==> src/rtl/cell_vector_io.sv <==
// cell_vector_io: byte-serial stimulus/response adapter for a WIDTH-bit combinational cell.
// Optional macro CELL_VECIO_CHECKSUM_EN appends an XOR checksum byte to every response.
module cell_vector_io #(
  parameter int WIDTH  = 96,
  parameter int SETTLE = 2
) (
  input  logic             clkin_data,
  input  logic             rstn_data,
  input  logic [7:0]       s_byte,
  input  logic             s_valid,
  output logic             s_ready,
  output logic [WIDTH-1:0] in_data,
  input  logic [WIDTH-1:0] out_data,
  output logic [7:0]       m_byte,
  output logic             m_valid,
  input  logic             m_ready,
  output logic             busy,
  output logic [15:0]      vec_count
);
  localparam int NBYTES = WIDTH / 8;
`ifdef CELL_VECIO_CHECKSUM_EN
  localparam int NOUT = NBYTES + 1;
`else
  localparam int NOUT = NBYTES;
`endif
  localparam int IDXW = $clog2(NOUT + 1);
  localparam int CNTW = (SETTLE > 1) ? $clog2(SETTLE) : 1;
  localparam logic [IDXW-1:0] LAST_IN  = IDXW'(NBYTES - 1);
  localparam logic [IDXW-1:0] LAST_OUT = IDXW'(NOUT - 1);

  typedef enum logic [1:0] {ST_LOAD, ST_SETTLE, ST_DRAIN} state_t;

  state_t           r_state;
  state_t           w_state_nxt;
  logic [IDXW-1:0]  r_idx;
  logic [CNTW-1:0]  r_cnt;
  logic [WIDTH-1:0] r_shadow;
  logic [WIDTH-1:0] r_in_data;
  logic [WIDTH-1:0] r_resp;
  logic [WIDTH-1:0] w_shadow_nxt;
  logic [15:0]      r_vec_count;
  logic [7:0]       w_resp_byte;
  logic             w_s_acc;
  logic             w_m_acc;

  always_ff @(posedge clkin_data or negedge rstn_data) begin
    if (!rstn_data) r_state <= ST_LOAD;
    else            r_state <= w_state_nxt;
  end

  always_comb begin
    w_state_nxt = r_state;
    w_s_acc     = 1'b0;
    w_m_acc     = 1'b0;
    case (r_state)
      ST_LOAD: begin
        w_s_acc = s_valid;
        if (s_valid && (r_idx == LAST_IN)) w_state_nxt = ST_SETTLE;
      end
      ST_SETTLE: begin
        if (r_cnt == '0) w_state_nxt = ST_DRAIN;
      end
      ST_DRAIN: begin
        w_m_acc = m_ready;
        if (m_ready && (r_idx == LAST_OUT)) w_state_nxt = ST_LOAD;
      end
      default: w_state_nxt = ST_LOAD;
    endcase
  end

  // Merge the incoming byte so the final accept can publish the whole vector at once.
  always_comb begin
    w_shadow_nxt = r_shadow;
    for (int k = 0; k < NBYTES; k++)
      if (r_idx == IDXW'(k)) w_shadow_nxt[8*k +: 8] = s_byte;
  end

`ifdef CELL_VECIO_CHECKSUM_EN
  logic [7:0] w_csum;
  always_comb begin
    w_csum = 8'h00;
    for (int k = 0; k < NBYTES; k++) w_csum = w_csum ^ r_resp[8*k +: 8];
  end
`endif

  always_comb begin
    w_resp_byte = 8'h00;
    for (int k = 0; k < NBYTES; k++)
      if (r_idx == IDXW'(k)) w_resp_byte = r_resp[8*k +: 8];
`ifdef CELL_VECIO_CHECKSUM_EN
    if (r_idx == IDXW'(NBYTES)) w_resp_byte = w_csum;
`endif
  end

  always_ff @(posedge clkin_data or negedge rstn_data) begin
    if (!rstn_data) begin
      r_idx       <= '0;
      r_cnt       <= '0;
      r_shadow    <= '0;
      r_in_data   <= '0;
      r_resp      <= '0;
      r_vec_count <= '0;
    end else begin
      case (r_state)
        ST_LOAD: begin
          if (w_s_acc) begin
            r_shadow <= w_shadow_nxt;
            r_idx    <= r_idx + 1'b1;
            if (r_idx == LAST_IN) begin
              r_in_data <= w_shadow_nxt;
              r_cnt     <= CNTW'(SETTLE - 1);
            end
          end
        end
        ST_SETTLE: begin
          if (r_cnt == '0) begin
            r_resp <= out_data;
            r_idx  <= '0;
          end else begin
            r_cnt <= r_cnt - 1'b1;
          end
        end
        ST_DRAIN: begin
          if (w_m_acc) begin
            if (r_idx == LAST_OUT) begin
              r_idx       <= '0;
              r_vec_count <= r_vec_count + 16'd1;
            end else begin
              r_idx <= r_idx + 1'b1;
            end
          end
        end
        default: ;
      endcase
    end
  end

  assign s_ready   = (r_state == ST_LOAD);
  assign m_valid   = (r_state == ST_DRAIN);
  assign m_byte    = m_valid ? w_resp_byte : 8'h00;
  assign in_data   = r_in_data;
  assign busy      = (r_state != ST_LOAD) || (r_idx != '0);
  assign vec_count = r_vec_count;
endmodule

==> config.mk <==
export PLATFORM = sky130hd
export DESIGN_NAME = cell_vector_io
export DESIGN_NICKNAME = d
export VERILOG_FILES = /design/src/rtl/cell_vector_io.sv
export SDC_FILE = /design/constraint.sdc
export NUM_CORES = 1
export LEC_CHECK = 0
export ABC_AREA = 1
export BUFFER_PORTS_ARGS = -buffer_cell sky130_fd_sc_hd__buf_2
export CORE_MARGIN = 2
export CORE_UTILIZATION = 51
export DETAILED_ROUTE_END_ITERATION = 10
export PLACE_DENSITY = 0.77
export SLEW_MARGIN = 40
export SYNTH_ARGS = -nofsm -noshare
export SYNTH_HDL_FRONTEND = slang
export SYNTH_SLANG_ARGS = --single-unit
==> constraint.sdc <==
create_clock -name clkin_data -period 1.8 [get_ports clkin_data]
set_input_delay 0.09 -clock clkin_data [delete_from_list [all_inputs] [get_ports clkin_data]]
set_output_delay 0.09 -clock clkin_data [all_outputs]
set_load 0.01 [all_outputs]
==> impl_metrics.py <==
metrics = {
    "run_status": {
        "result_of_the_run": "finished with violations",
        "failing_checks": "setup timing",
    },
    "pwr": {
        "clock_power_share_pct": 21.7,
        "cell_internal_pwr_uw": 19400,
        "power.combinational.fraction_pct": 42.4,
        "worst_ir_drop_vdd_mv": 1.02,
        "power_density_nw_per_um2": 1640,
        "switching_power_uw": 11000,
        "seq_power_share_pct": 35.9,
        "switching_share_pct": 36.1,
        "leakage_uw": 0.00923,
    },
    "clock_network": {
        "clk_root_buffer_cell": "clkbuf_16",
        "htree_num_levels": 1,
        "number_of_sinks_handled_by_clock_tree_synthesis": 303,
        "insertion_delay_ns": 0.56,
        "cts.clk_slew.worst_paths_ns": 0.07,
        "numCtsBuffers": 31,
        "cts_tree": "built",
        "cts_buffer_depth": 3,
    },
    "critical_path": {
        "critical_path_class": "reg -> out",
        "critPathLaunch": "r_idx[0]",
        "critPathMaxStageDelay_ns": 0.44,
        "reg2reg_to": "vec_count[14]",
        "crit_fanout": 4,
        "cpMaxStageDelayCell": "dfrtp_1",
        "regToRegSetupSlack_ns": -0.14,
        "cp-start-kind": "flop",
        "worst-r2r-cell-count": 8,
        "critical_path.reg2reg.startpoint": "r_idx[0]",
        "crit_path_cell_trace": "inv_2 > ha_4 > buf_6 > nand4_1 > nand3_2 > nand2_2 > nand2_1 > nand2_1 > nand2_1 > nand2_1 > nand3_2 > nand2_2 > a21oi_2 > buf_2",
        "crit_path_end_kind": "output pin",
        "crit_top_cell": "nand2_1",
        "crit_path_end": "m_byte[2]",
        "timing.critical_path.arrival_ns": 2.48,
        "critPathRequiredTime_ns": 1.71,
    },
    "die": {
        "io_pins": 231,
        "die_x_um": 166,
        "dieArea_um2": 27400,
        "fp.dieH_um": 166,
        "initial_util_pct": 51.6,
        "placeableCoreArea_um2": 25800,
        "rows": 59,
    },
    "global_routing": {
        "grt_overflow_total": 0,
        "grt_start_max_net_pins": 76,
        "vias_in_the_first_global_route": 11600,
        "grt_usage_pct": 27.2,
        "grt_pass1_wl_um": 60800,
        "grt_antenna_before_repair": 1,
    },
    "sta": {
        "report.final.slew_viol_count": 0,
        "final_setup_fails": 82,
        "final_critical_path_setup_slack_ns": -0.775,
        "final_critical_path_share_of_the_clock_period_pct": 143,
        "finalCriticalPeriod_ns": 2.57,
        "timing.slew.headroom_pct": 71.5,
        "fin_skew_ns": 0.0250,
        "achievable-frequency_mhz": 388,
        "unrepaired_setup_endpoints_after_global_routing": "true",
        "tightest_pin_transition_ns": 0.428,
        "timing.final.hold_violations": 0,
        "fin_tns_setup_ns": -9.49,
    },
    "drt": {
        "firstDrtPassIters": 5,
        "route.detailed.wl_per_inst_um": 18.2,
        "post-route-drc-count": 0,
        "antenna_left": 0,
        "drt_iter0_drc": 1022,
        "route.vias.total": 11800,
        "drt_wl_total_um": 39800,
        "via_density_per_instance": 5.39,
    },
    "placed_design": {
        "dpl.hpwl_um": 24000,
        "place.port_buffers": 230,
        "pre_cts_ws_ns": -0.162,
        "gp_congestion": 0.908,
    },
    "logic_synthesis": {
        "synth-warning-count": 0,
        "yosys.cell_types.count": 32,
        "synth_sequential_area_ratio_pct": 56.9,
        "synthesis.instances": 1435,
        "synth-seq-cells": 303,
        "synth.net_count": 1552,
        "syn-mean-instance-area_um2": 9.29,
        "post_synth_instance_area_um2": 13300,
    },
    "finish": {
        "design.final.nets": 1951,
        "layout-drive-gt1-share_pct": 32.6,
        "syn2layout_area_growth_pct": 38.8,
    },
    "job": {
        "max-cap-violations": 0,
    },
    "min_path": {
        "worst_hold_path_type": "in -> async",
    },
}
synth_stat cells:
library cell | count | area, um2
a21oi_1 | 91 | 455
nor3_2 | 1 | 10.0
nand2_2 | 1 | 6.26
inv_2 | 3 | 11.3
nand3_1 | 45 | 225
clkbuf_1 | 53 | 199
buf_1 | 3 | 11.3
nand2_1 | 342 | 1280
nor2_2 | 1 | 6.26
dfrtp_1 | 303 | 7580
o21ai_1 | 66 | 330
buf_4 | 1 | 7.51
o21ai_0 | 180 | 901
clkinv_1 | 1 | 3.75
xor2_1 | 5 | 43.8
nor4_2 | 1 | 12.5
nand3b_1 | 2 | 15.0
nand4_1 | 10 | 62.6
nor2_8 | 1 | 20.0
o22ai_1 | 2 | 12.5
nand3_2 | 2 | 20.0
or2_2 | 2 | 12.5
xnor2_1 | 10 | 87.6
ha_1 | 9 | 113
mux2_2 | 94 | 1060
buf_2 | 25 | 125
inv_1 | 115 | 432
nor3_1 | 2 | 10.0
buf_6 | 1 | 11.3
nor2_1 | 59 | 221
nor3b_1 | 1 | 7.51
nor2_4 | 3 | 33.8
final cells by class:
type | instances | area, um2
multi-input cells | 930 | 5400
clock inverters | 14 | 174
flip-flops and latches | 303 | 7590
repair inverters | 1 | 5.00
well taps | 335 | 419
clock buffers | 43 | 881
repair buffers | 448 | 3570
inverters | 119 | 468
fillers | 1801 | 7330
diodes | 1 | 2.50
cells by family after synthesis:
logic type	synth area share (%)
and+or+nand+nor	14.6
adders and majority gates	0.845
muxes	7.94
xor gates and xnor gates	0.985
AOI/OAI and AO/OA	12.7
DFF	56.9
buffers and inverters	6.01
metrics by stage:
| stage | utilization (%) | power, uW | std cells | hold WS [ns] | instance area, um2 |
|---|---|---|---|---|---|
| finish | 71.6 | 30400 | 2194 | 0.0212 | 18500 |
| global route | 71.6 | 32100 | 2194 | 0.0430 | 18500 |
| CTS | 69.2 | 28200 | 2165 | 0.000902 | 17900 |
| detailed placement | 59.5 | 20600 | 1989 | -0.0122 | 15400 |
| global placement | 59.5 | 20100 | 1989 | -0.0145 | 15400 |
| floorplan | - | 17000 | 1435 | -0.206 | 13400 |
worst min path at each step:
stage,cells past startpoint,start,endpoint
floorplan,0,rstn_data,in_data[0]
global placement,1,rstn_data,in_data[25]
detailed placement,1,rstn_data,in_data[25]
CTS,2,rstn_data,r_shadow[6]
global route,2,rstn_data,r_shadow[6]
finish,2,rstn_data,r_shadow[6]
timing repair:
item / in CTS / in global routing
cloned: 5 / 9
pin swaps: 10 / 31
setup endpoints to repair: 160 / 204
gates resized for setup: 78 / 137
setup buffers: 7 / 21
hold buffers: 107 / 0
endpoints found under the hold margin: 418 / 0
per-layer routing:
metal	vias up	GRT usage (%)	share of wire [%]
li1	5513	-	-
met1	5719	36.1	40
met2	490	46.4	51
met3	99	4.01	6.4
met4	0	8.51	2.7
met5	-	0	0
power groups by stage:
| stage | sequential (uW) | combinational [uW] | clock (uW) |
|---|---|---|---|
| floorplan | 10600 | 6370 | 0 |
| global placement | 10700 | 9370 | 0 |
| detailed placement | 10800 | 9740 | 0 |
| CTS | 10800 | 10700 | 6670 |
| global route | 11100 | 14000 | 6970 |
| finish | 10900 | 12900 | 6590 |
registers in the layout, indices dropped and copies added (netlist names):
name and count:
r_shadow 88, r_cnt 1, vec_count 16, r_idx 4
r_state 2, r_resp 96, in_data 96
worst max-delay path: cells and delay by family (launching register included):
kind,cells,cell delay (ns)
buffers and inverters,3,0.45
DFF,1,0.44
and+or+nand+nor,9,0.69
adders and majority gates,1,0.19
AOI/OAI and AO/OA,1,0.15
layout by cell type, fill, tap and decap left out, types with 4 or more instances in the layout:
cell type / instances
buf_12: 20
nor2_2: 11
xor2_1: 5
nand3_1: 28
mux2_2: 93
nand3_2: 15
dlygate4sd3_1: 107
dfrtp_1: 300
bufinv_16: 4
inv_1: 104
inv_2: 9
nand4_1: 10
o21ai_0: 123
nand3_4: 4
xnor2_1: 10
o21ai_2: 12
clkbuf_8: 6
nor2_4: 9
buf_6: 25
clkinv_2: 9
a21oi_1: 86
buf_4: 55
o21ai_1: 111
nand2_2: 28
ha_4: 5
clkbuf_1: 6
nor2_1: 43
a21oi_2: 5
buf_2: 229
clkbuf_16: 37
nand2_1: 312
(Power assumes the default switching activity.)
